<file path="src/rtl/pwm_pkg.sv">
// Shared types and default sizes for the multi-channel PWM block.
// Latency: n/a (types and constants only).
// Backpressure: n/a.
package pwm_pkg;

  typedef enum logic {PWM_EDGE = 1'b0, PWM_CENTER = 1'b1} pwm_mode_t;
  typedef enum logic {CNT_UP = 1'b0, CNT_DOWN = 1'b1} cnt_dir_t;

  localparam int PWM_WIDTH_DEF  = 11;
  localparam int PWM_NUM_CH_DEF = 2;
  localparam int PWM_DT_W_DEF   = 6;

endpackage

</file>
<file path="src/rtl/pwm_deadtime.sv">
// Single-channel dead-time stage: raw PWM in, non-overlapping sig/sig_n out.
// Latency: 1 cycle from raw to sig/sig_n; both outputs drop on the edge after en falls.
// Backpressure: none; the turning-on side waits deadtime cycles of stable raw.
module pwm_deadtime
  import pwm_pkg::*;
#(
  parameter int DT_W = PWM_DT_W_DEF
)(
  input  logic            clk,
  input  logic            rst,
  input  logic            en,
  input  logic            raw_vld,
  input  logic            raw,
  input  logic [DT_W-1:0] deadtime,
  output logic            sig,
  output logic            sig_n
);

  // One extra bit so that a stable count can exceed the largest deadtime.
  localparam int             K_W   = DT_W + 1;
  localparam logic [K_W-1:0] K_MAX = '1;
  localparam logic [K_W-1:0] K_ONE = {{(K_W-1){1'b0}}, 1'b1};

  logic           run;
  logic           run_q;
  logic           raw_q;
  logic [K_W-1:0] k_q;
  logic [K_W-1:0] k_nxt;
  logic           on_ok;

  assign run = en & raw_vld;

  // Count how many cycles raw has held its current level (1 on any change or restart).
  always_comb begin
    k_nxt = '0;
    if (run) begin
      if (run_q && (raw == raw_q)) begin
        k_nxt = (k_q == K_MAX) ? k_q : k_q + K_ONE;
      end else begin
        k_nxt = K_ONE;
      end
    end
  end

  // The side turning on may assert only once raw has been stable longer than deadtime.
  assign on_ok = (k_nxt > {1'b0, deadtime});

  // Register the stable count and the gated outputs; turning-off side drops at once.
  always_ff @(posedge clk or posedge rst) begin
    if (rst) begin
      run_q <= 1'b0;
      raw_q <= 1'b0;
      k_q   <= '0;
      sig   <= 1'b0;
      sig_n <= 1'b0;
    end else begin
      run_q <= run;
      raw_q <= raw;
      k_q   <= k_nxt;
      sig   <= run &  raw & on_ok;
      sig_n <= run & ~raw & on_ok;
    end
  end

endmodule

</file>
<file path="src/rtl/pwm_multi.sv">
// Multi-channel PWM, shared edge/center counter, double-buffered duty; optional PWM_DEADTIME_EN.
// Latency: 1 cycle cnt -> PWM_sig/period_start (2 cycles with PWM_DEADTIME_EN).
// Backpressure: none; duty_vld always accepted, last write wins, applied at cnt==0.
module pwm_multi
  import pwm_pkg::*;
#(
  parameter int WIDTH  = PWM_WIDTH_DEF,
  parameter int NUM_CH = PWM_NUM_CH_DEF,
  parameter int DT_W   = PWM_DT_W_DEF
)(
  input  logic                    clk,
  input  logic                    rst,
  input  logic                    en,
  input  logic                    center_mode,
  input  logic [NUM_CH*WIDTH-1:0] duty,
  input  logic                    duty_vld,
  input  logic [DT_W-1:0]         deadtime,
  output logic                    period_start,
  output logic [NUM_CH-1:0]       PWM_sig,
  output logic [NUM_CH-1:0]       PWM_sig_n
);

  localparam logic [WIDTH-1:0] MAX = '1;
  localparam logic [WIDTH-1:0] ONE = {{(WIDTH-1){1'b0}}, 1'b1};

  logic [WIDTH-1:0]  cnt;
  logic [WIDTH-1:0]  cnt_nxt;
  cnt_dir_t          dir;
  cnt_dir_t          dir_nxt;
  pwm_mode_t         mode_act;
  logic              load;
  logic [WIDTH-1:0]  duty_sh  [NUM_CH];
  logic [WIDTH-1:0]  duty_act [NUM_CH];
  logic [NUM_CH-1:0] raw;
  logic              raw_vld;
  logic              ps_raw;

  // Next counter value: sawtooth in edge mode, 0..MAX..1 triangle in center mode.
  always_comb begin
    cnt_nxt = '0;
    dir_nxt = CNT_UP;
    if (en) begin
      if (mode_act == PWM_EDGE) begin
        cnt_nxt = cnt + ONE;
        dir_nxt = CNT_UP;
      end else if (cnt == MAX) begin
        cnt_nxt = cnt - ONE;
        dir_nxt = CNT_DOWN;
      end else if (cnt == '0) begin
        cnt_nxt = ONE;
        dir_nxt = CNT_UP;
      end else if (dir == CNT_DOWN) begin
        cnt_nxt = cnt - ONE;
        dir_nxt = CNT_DOWN;
      end else begin
        cnt_nxt = cnt + ONE;
        dir_nxt = CNT_UP;
      end
    end
  end

  // Active settings reload on the edge entering cnt==0, and every cycle while disabled.
  assign load = ~en | (cnt_nxt == '0);

  // Counter, direction and latched mode.
  always_ff @(posedge clk or posedge rst) begin
    if (rst) begin
      cnt      <= '0;
      dir      <= CNT_UP;
      mode_act <= PWM_EDGE;
    end else begin
      cnt <= cnt_nxt;
      dir <= dir_nxt;
      if (load) begin
        mode_act <= pwm_mode_t'(center_mode);
      end
    end
  end

  // Shadow duty takes every write; active duty takes the pre-write shadow at the boundary.
  always_ff @(posedge clk or posedge rst) begin
    if (rst) begin
      for (int i = 0; i < NUM_CH; i++) begin
        duty_sh[i]  <= '0;
        duty_act[i] <= '0;
      end
    end else begin
      for (int i = 0; i < NUM_CH; i++) begin
        if (duty_vld) begin
          duty_sh[i] <= duty[i*WIDTH +: WIDTH];
        end
        if (load) begin
          duty_act[i] <= duty_sh[i];
        end
      end
    end
  end

  // Registered compare; raw_vld marks cycles whose raw came from a running counter.
  always_ff @(posedge clk or posedge rst) begin
    if (rst) begin
      raw     <= '0;
      raw_vld <= 1'b0;
      ps_raw  <= 1'b0;
    end else begin
      raw_vld <= en;
      ps_raw  <= en & (cnt == '0);
      for (int i = 0; i < NUM_CH; i++) begin
        raw[i] <= en & (cnt < duty_act[i]);
      end
    end
  end

`ifdef PWM_DEADTIME_EN
  logic [DT_W-1:0] dt_sh;
  logic [DT_W-1:0] dt_act;

  // Dead-time is double-buffered alongside duty.
  always_ff @(posedge clk or posedge rst) begin
    if (rst) begin
      dt_sh  <= '0;
      dt_act <= '0;
    end else begin
      if (duty_vld) begin
        dt_sh <= deadtime;
      end
      if (load) begin
        dt_act <= dt_sh;
      end
    end
  end

  // Delay period_start by the dead-time stage so it stays aligned with the outputs.
  always_ff @(posedge clk or posedge rst) begin
    if (rst) begin
      period_start <= 1'b0;
    end else begin
      period_start <= en & ps_raw;
    end
  end

  for (genvar g = 0; g < NUM_CH; g++) begin : g_dt
    pwm_deadtime #(
      .DT_W (DT_W)
    ) u_dt (
      .clk      (clk),
      .rst      (rst),
      .en       (en),
      .raw_vld  (raw_vld),
      .raw      (raw[g]),
      .deadtime (dt_act),
      .sig      (PWM_sig[g]),
      .sig_n    (PWM_sig_n[g])
    );
  end
`else
  // Dead-time input has no function in this build.
  logic unused_dt;
  assign unused_dt = ^deadtime;

  assign PWM_sig      = raw;
  assign PWM_sig_n    = {NUM_CH{raw_vld}} & ~raw;
  assign period_start = ps_raw;
`endif

endmodule

</file>
<file path="config.mk">
export PLATFORM = sky130hd
export DESIGN_NAME = pwm_multi
export DESIGN_NICKNAME = d
export VERILOG_FILES = /design/src/rtl/pwm_pkg.sv /design/src/rtl/pwm_deadtime.sv /design/src/rtl/pwm_multi.sv
export SDC_FILE = /design/constraint.sdc
export NUM_CORES = 1
export LEC_CHECK = 0
export ABC_AREA = 1
export CORE_UTILIZATION = 25
export DETAILED_ROUTE_END_ITERATION = 12
export SLEW_MARGIN = 30
export SYNTH_ARGS = -nofsm -noshare
export SYNTH_HDL_FRONTEND = slang
export SYNTH_SLANG_ARGS = --single-unit
</file>
<file path="constraint.sdc">
create_clock -name clk -period 2.25 [get_ports clk]
set_input_delay 0.225 -clock clk [delete_from_list [all_inputs] [get_ports clk]]
set_output_delay 0.225 -clock clk [all_outputs]
set_load 0.01 [all_outputs]
</file>
## After elaboration in Yosys (flattened, before gate mapping)

Cells that the tools add are included.

| operators by class | value |
|---|---|
| $add $sub $neg | 2 |
| magnitude comparators | 2 |
| equality and inequality tests | 1 |
| mux-type cells | 10 |
| bitwise gates (word level) | 7 |
| reduce and logical (&&, ||, !) cells | 2 |

Operators with widths:

| kind | number |
|---|---|
| 11-bit 2-to-1 mux | 5 |
| 11-bit logical NOT | 2 |
| 11-bit less-than comparator | 2 |
| 11-bit by 1-bit adder with 11-bit output, second input constant | 1 |
| 11-bit == test, second input constant | 1 |
| 11-bit by 1-bit subtractor with 11-bit output, second input constant | 1 |
| 1-bit 2-to-1 mux | 5 |
| 1-bit AND | 3 |
| 2-bit AND | 1 |
| 2-bit inverter | 1 |
| 1-bit inverter | 1 |
| 1-bit OR | 1 |

| storage, ports and cells | value |
|---|---|
| register bits after elaboration | 61 |
| bits of input ports | 33 |
| output and inout port bits | 5 |
| word-level logic and storage cells | 34 |

## Depth between registers and ports, before layout

| logic depth | value |
|---|---|
| depth in word-level cells | 8 |
| mapped depth | 16 |
| mapped depth without buffers | 15 |

## Least setup slack after synthesis

No wires, ideal clock.

| timing path | value |
|---|---|
| path type | register -> register |
| start point | register cnt[0] |
| end point | register mode_act |
| setup time | 0.117 ns |
| arrival | 1.914 ns |
| required time | 2.133 ns |
| setup slack | 0.219 ns |
| cell stages (with the launch flop) | 15 |
| path buffers | 1 |
| clock period less this slack | 2.031 ns |
| cells stage by stage | dfrtp_1 inv_1 ha_1 nand2_1 nor2_1 nand2_1 xor2_1 nor2_1 nor2_2 nand2_1 nor2_4 nand3_4 buf_6 nand2_1 nand2_1 |

| on the way | value |
|---|---|
| longest elaborated chain between the ends | 8 |

RTL lines:

| item | RTL line | text |
|---|---|---|
| from (decl) | pwm_multi.sv:26 | `logic [WIDTH-1:0] cnt;` |
| from (signal assigned) | pwm_multi.sv:72 | `cnt <= cnt_nxt;` |
| 11-bit by 1-bit adder with 11-bit output / 11-bit by 1-bit subtractor with 11-bit output (equally long branches) | - |  |
| 11-bit 2-to-1 mux | pwm_multi.sv:52 | `end else if (dir == CNT_DOWN) begin` |
| 11-bit 2-to-1 mux | pwm_multi.sv:49 | `end else if (cnt == '0) begin` |
| 11-bit 2-to-1 mux | pwm_multi.sv:46 | `end else if (cnt == MAX) begin` |
| 11-bit 2-to-1 mux (*) | pwm_multi.sv:43 | `if (mode_act == PWM_EDGE) begin` |
| 11-bit 2-to-1 mux (*) | pwm_multi.sv:42 | `if (en) begin` |
| 11-bit logical NOT (*) | pwm_multi.sv:63 | `assign load = ~en \| (cnt_nxt == '0);` |
| 1-bit OR (*) | pwm_multi.sv:63 |  |
| to (signal assigned) | pwm_multi.sv:75 | `mode_act <= pwm_mode_t'(center_mode);` |
| to (decl) | pwm_multi.sv:30 | `pwm_mode_t mode_act;` |

Every way passes the cells marked *; elsewhere a longest branch is shown, timed or not.
A chain may end at the register's enable or synchronous reset.

## Worst setup path after layout

| timing path | value |
|---|---|
| start point | register cnt[0] |
| end point | register duty_act[9] in the netlist's numbering |

| on the way | value |
|---|---|
| longest elaborated chain between the ends | 8 |

RTL lines:

| item | RTL line | text |
|---|---|---|
| 11-bit by 1-bit adder with 11-bit output / 11-bit by 1-bit subtractor with 11-bit output (equally long branches) | - |  |
| 11-bit 2-to-1 mux | pwm_multi.sv:52 |  |
| 11-bit 2-to-1 mux | pwm_multi.sv:49 |  |
| 11-bit 2-to-1 mux | pwm_multi.sv:46 |  |
| 11-bit 2-to-1 mux (*) | pwm_multi.sv:43 |  |
| 11-bit 2-to-1 mux (*) | pwm_multi.sv:42 |  |
| 11-bit logical NOT (*) | pwm_multi.sv:63 |  |
| 1-bit OR (*) | pwm_multi.sv:63 |  |
| to (signal, indexed assignment) | pwm_multi.sv:93 | `duty_act[i] <= duty_sh[i];` |
| to (decl) | pwm_multi.sv:33 | `logic [WIDTH-1:0] duty_act [NUM_CH];` |

Marked as above.

==> summary.md <==
| Metric | Value |
|---|---|
| Clk_skew | `0.00678 ns` |
| Fin util | `0.361` |
| Seq cells post-synth | `61` |
| Final-report hold violation count | `0` |
| # DRC | `0` |
| Vias/cell | `4.65` |
| Number of global-route vias before repair | `3,085` |
| Clock slew at the register clock pins of the worst setup and hold paths | `0.06 ns` |
| Top_reg_cell synth | `dfrtp_1` |
| HPWL after DPL | `6080 um` |
| Fin worst setup slack | `0.0783 ns` |
| Dpl ws | `-0.102 ns` |
| Worst Setup End Kind | `flop` |
| First-pass GRT wire length | `14,800 um` |
| DRT Pass-1 Iters | `4` |
| Die area | `between 0.01 and 0.015 mm^2` |
| Syn avg cell area | `8.76 um^2` |
| Initial Utilization | `0.258` |
| Core Area | `0.0140 mm^2` |
| FF-to-FF End | `duty_act[9]` |
| Site row count | `43` |
| Mapped Nets | `467` |
| CP max stage delay | `0.44 ns` |
| Yosys Warn Count | `0` |
| Count leader, synth | `nand2_1` |
| Sequential area share after synthesis | `0.424` |
| Net load switching power | `0.00201 W` |
| Number of port buffers | `31` |
| CP dominant cell by count | `nand2_1` |
| Slew @ Worst Pin | `0.697 ns` |
| Met1 Track Usage GR | `0.156` |
| Synth async-reset ratio | `1.00` |
| Fin area | `0.00505 mm^2` |
| DIE WIDTH | `~120 um` |
| Post-synthesis cell area | `0.00360 mm^2` |
| CP cell instances | `inv_2 > ha_4 > nand2_4 > nor2_4 > nand2_4 > nand3_4 > nand2_8 > nand2_1 > nand2_1 > nand2_1 > nand2_2 > nor2_4 > buf_12 > nand3_4 > nand2_2 > nand2_1` |
| Fmax | `460 MHz` |
| Layout cells sized above 1 | `0.309` |
| Most Crowded Layer GR | `met2` |
| GRT met3 Usage | `0.0309` |
| Syn Inst Count | `411` |
| Pint | `0.00332 W` |
| Synth area leader | `dfrtp_1` |
| Slowest cell on the critical path | `dfrtp_2` |
| Slew Limit Fails | `0` |
| IO Pins | `38` |
| Synth area leaders | `dfrtp_1 42%, nand2_1 10%, ha_1 8.0%, mux2_2 6.9%, inv_1 5.2%` |
| Hold buffer count at cts | `0` |
| Final setup vio count | `0` |
| Vias | `3,100` |
| CP bufs+invs | `2` |
| Worst setup SP type | `flop` |
| NumNets Final | `537` |
| Status | `complete, no violations` |
| Worst endpoint required time | `2.46 ns` |
| Switch share | `0.377` |
| Hold Worst Slack | `roughly 0.27 ns` |
| Largest net degree at the start of global routing | `62` |
| Gpl congestion | `0.863` |
| Routed len/inst | `14.3 um` |
| LEAKAGE | `2.50 nW` |
| Grt ovf | `0` |
| Clock Power Share | `0.266` |
| Iteration-0 DRC Markers | `~130` |
| Clock Root Buffer | `clkbuf_16` |
| Total of max-cap violations | `0` |
| Die Ht | `122 um` |
| Routed Antenna Nets | `0` |
| Logic pwr share | `0.428` |
| Sequential power share | `0.306` |
| CP Max Fanout | `7` |
| CTS tree | `done` |
| Count of different cell masters after synthesis | `29` |
| Area delta synth->final | `40.3%` |
| Max VDD drop | `0.478 mV` |
| CTS Sinks | `61` |
| Met2 Use GR | `0.221` |
| Seq. cell area | `0.00154 mm^2` |
| Cell depth of the worst flop-to-flop path | `16` |
| Layout fillers | `1,426` |
| Area after DPL | `0.00425 mm^2` |
| Skew-Pair Late Insertion Delay | `0.33 ns` |
| Synth cell count leaders | `100 x nand2_1, 61 x dfrtp_1, 50 x inv_1, 34 x nand3_1, 28 x nand4_1` |
| EDFF count, synth | `0` |
| Crit path arrival time | `2.39 ns` |
| Top-area cell type share of the netlist area | `0.424` |
| Htree depth | `3` |
| RSZ-0062 raised after global routing | `yes` |
| CP Class | `reg -> reg` |
| GRT Total Usage | `0.130` |
| Reg-to-Reg Start | `cnt[0]` |
| Detailed Route WL | `between 9000 and 10,000 um` |
| Clock buffer count from CTS | `9` |
| Critical path's top delay family | `simple AND/OR/NAND/NOR gates` |
| Area of the multi-input gates | `about 0.002 mm^2` |
| Worst hold path class | `in -> async` |
| Initial antenna violation count | `0` |
| Fin crit period | `around 2.2 ns` |
| Worst-case clock buffer depth | `2` |
| Final worst-path cycle share | `0.965` |
| Max_slew headroom | `0.535` |
| Pwr Density | `1050 mW/mm^2` |
| Ant. Diodes | `0` |
| Flop2flop setup slack | `0.08 ns` |
## power by group through the flow
stage | Sequential [W] | Clock, W | Combinational [W]
4_1_cts | 0.00161 | 0.00144 | 0.00191
5_1_grt | 0.00167 | 0.00150 | 0.00251
2_1_floorplan | 0.00151 | 0 | 0.00130
3_3_place_gp | 0.00161 | 0 | 0.00164
3_5_place_dp | 0.00162 | 0 | 0.00170
6_report | 0.00163 | 0.00142 | 0.00228
## per-stage QoR
| step | total power [W] | instances | TNS, ns |
|---|---|---|---|
| 2_1_floorplan | 0.00282 | 411 | 0 |
| 3_3_place_gp | 0.00325 | 633 | -0.606 |
| 3_5_place_dp | 0.00332 | 633 | -1.61 |
| 4_1_cts | 0.00496 | 656 | 0 |
| 5_1_grt | 0.00568 | 666 | -0.460 |
| 6_report | 0.00533 | 666 | 0 |
## registers in the layout, summed over array words and instances, names as in the netlist
register / cells
dir: 1
PWM_sig: 2
duty_sh: 22
duty_act: 22
mode_act: 1
raw_vld: 1
period_start: 1
cnt: 11
## cell usage in the layout (no fill, tap or decap), types with 2 or more instances in the layout
cell             count
nand2_1             83
dfrtp_1             54
inv_1               47
clkdlybuf4s50_1     31
nand3_1             30
buf_4               30
nand4_1             28
mux2_2              22
nand2_2             20
ha_1                20
nor2_4              13
nor2_1              13
clkbuf_16           13
a21oi_1             11
xor2_1               7
dfrtp_2              7
buf_12               7
nand3_2              6
nand3_4              5
o21ai_0              5
inv_2                4
nor2_2               3
nand2_4              3
nand2_8              2
nor3b_1              2
a2111oi_0            2
nor4_1               2
ha_4                 2
inv_6                2
## worst max-delay path by stage
stage,endpoint,cells after the start,from,slack [ns]
finish,duty_act[9],16,cnt[0],0.08
global placement,duty_act[9],15,cnt[0],-0.03
floorplan,mode_act,14,cnt[0],0.22
global route,duty_act[9],16,cnt[0],-0.05
CTS,duty_act[9],13,cnt[4],0.02
detailed placement,duty_act[9],15,cnt[0],-0.10
## cells by family after synthesis
group | count (synthesis) | share of synthesized area
compound gates | 20 | 0.0309
mux | 22 | 0.0688
simple gates | 209 | 0.288
buf+inv | 69 | 0.0917
xor+xnor | 7 | 0.0170
fa+ha+maj | 23 | 0.0799
flops | 61 | 0.424
## timing repair
action | 4_1_cts | 5_1_grt
cloned | 3 | 4
resized for setup | 10 | 55
pin swaps | 8 | 19
setup buffers | 4 | 6
setup endpoints to repair | 23 | 23
## worst reg2reg max path, cell delays in order, from the launching register on
cell	delay [ns]
dfrtp_2	0.44
inv_2	0.10
ha_4	0.15
nand2_4	0.05
nor2_4	0.13
nand2_4	0.10
nand3_4	0.12
nand2_8	0.09
nand2_1	0.09
nand2_1	0.05
nand2_1	0.08
nand2_2	0.08
nor2_4	0.11
buf_12	0.16
nand3_4	0.15
nand2_2	0.10
nand2_1	0.06
## layer usage
layer | vias to the layer above | wire, um
met5 | - | 0
met4 | 0 | 305
met3 | 30 | 387
met2 | 73 | 4870
met1 | 1493 | 3950
li1 | 1504 | -
## area by class of cell
type / instances / area share
repair buffers: 74 / 0.159
flip-flops and latches: 61 / 0.304
clock inverters: 6 / 0.0136
multi-input cells: 284 / 0.394
inverters: 51 / 0.0379
clock buffers: 10 / 0.0473
well taps: 180 / 0.0446
Power figures use the tool's default switching activity.
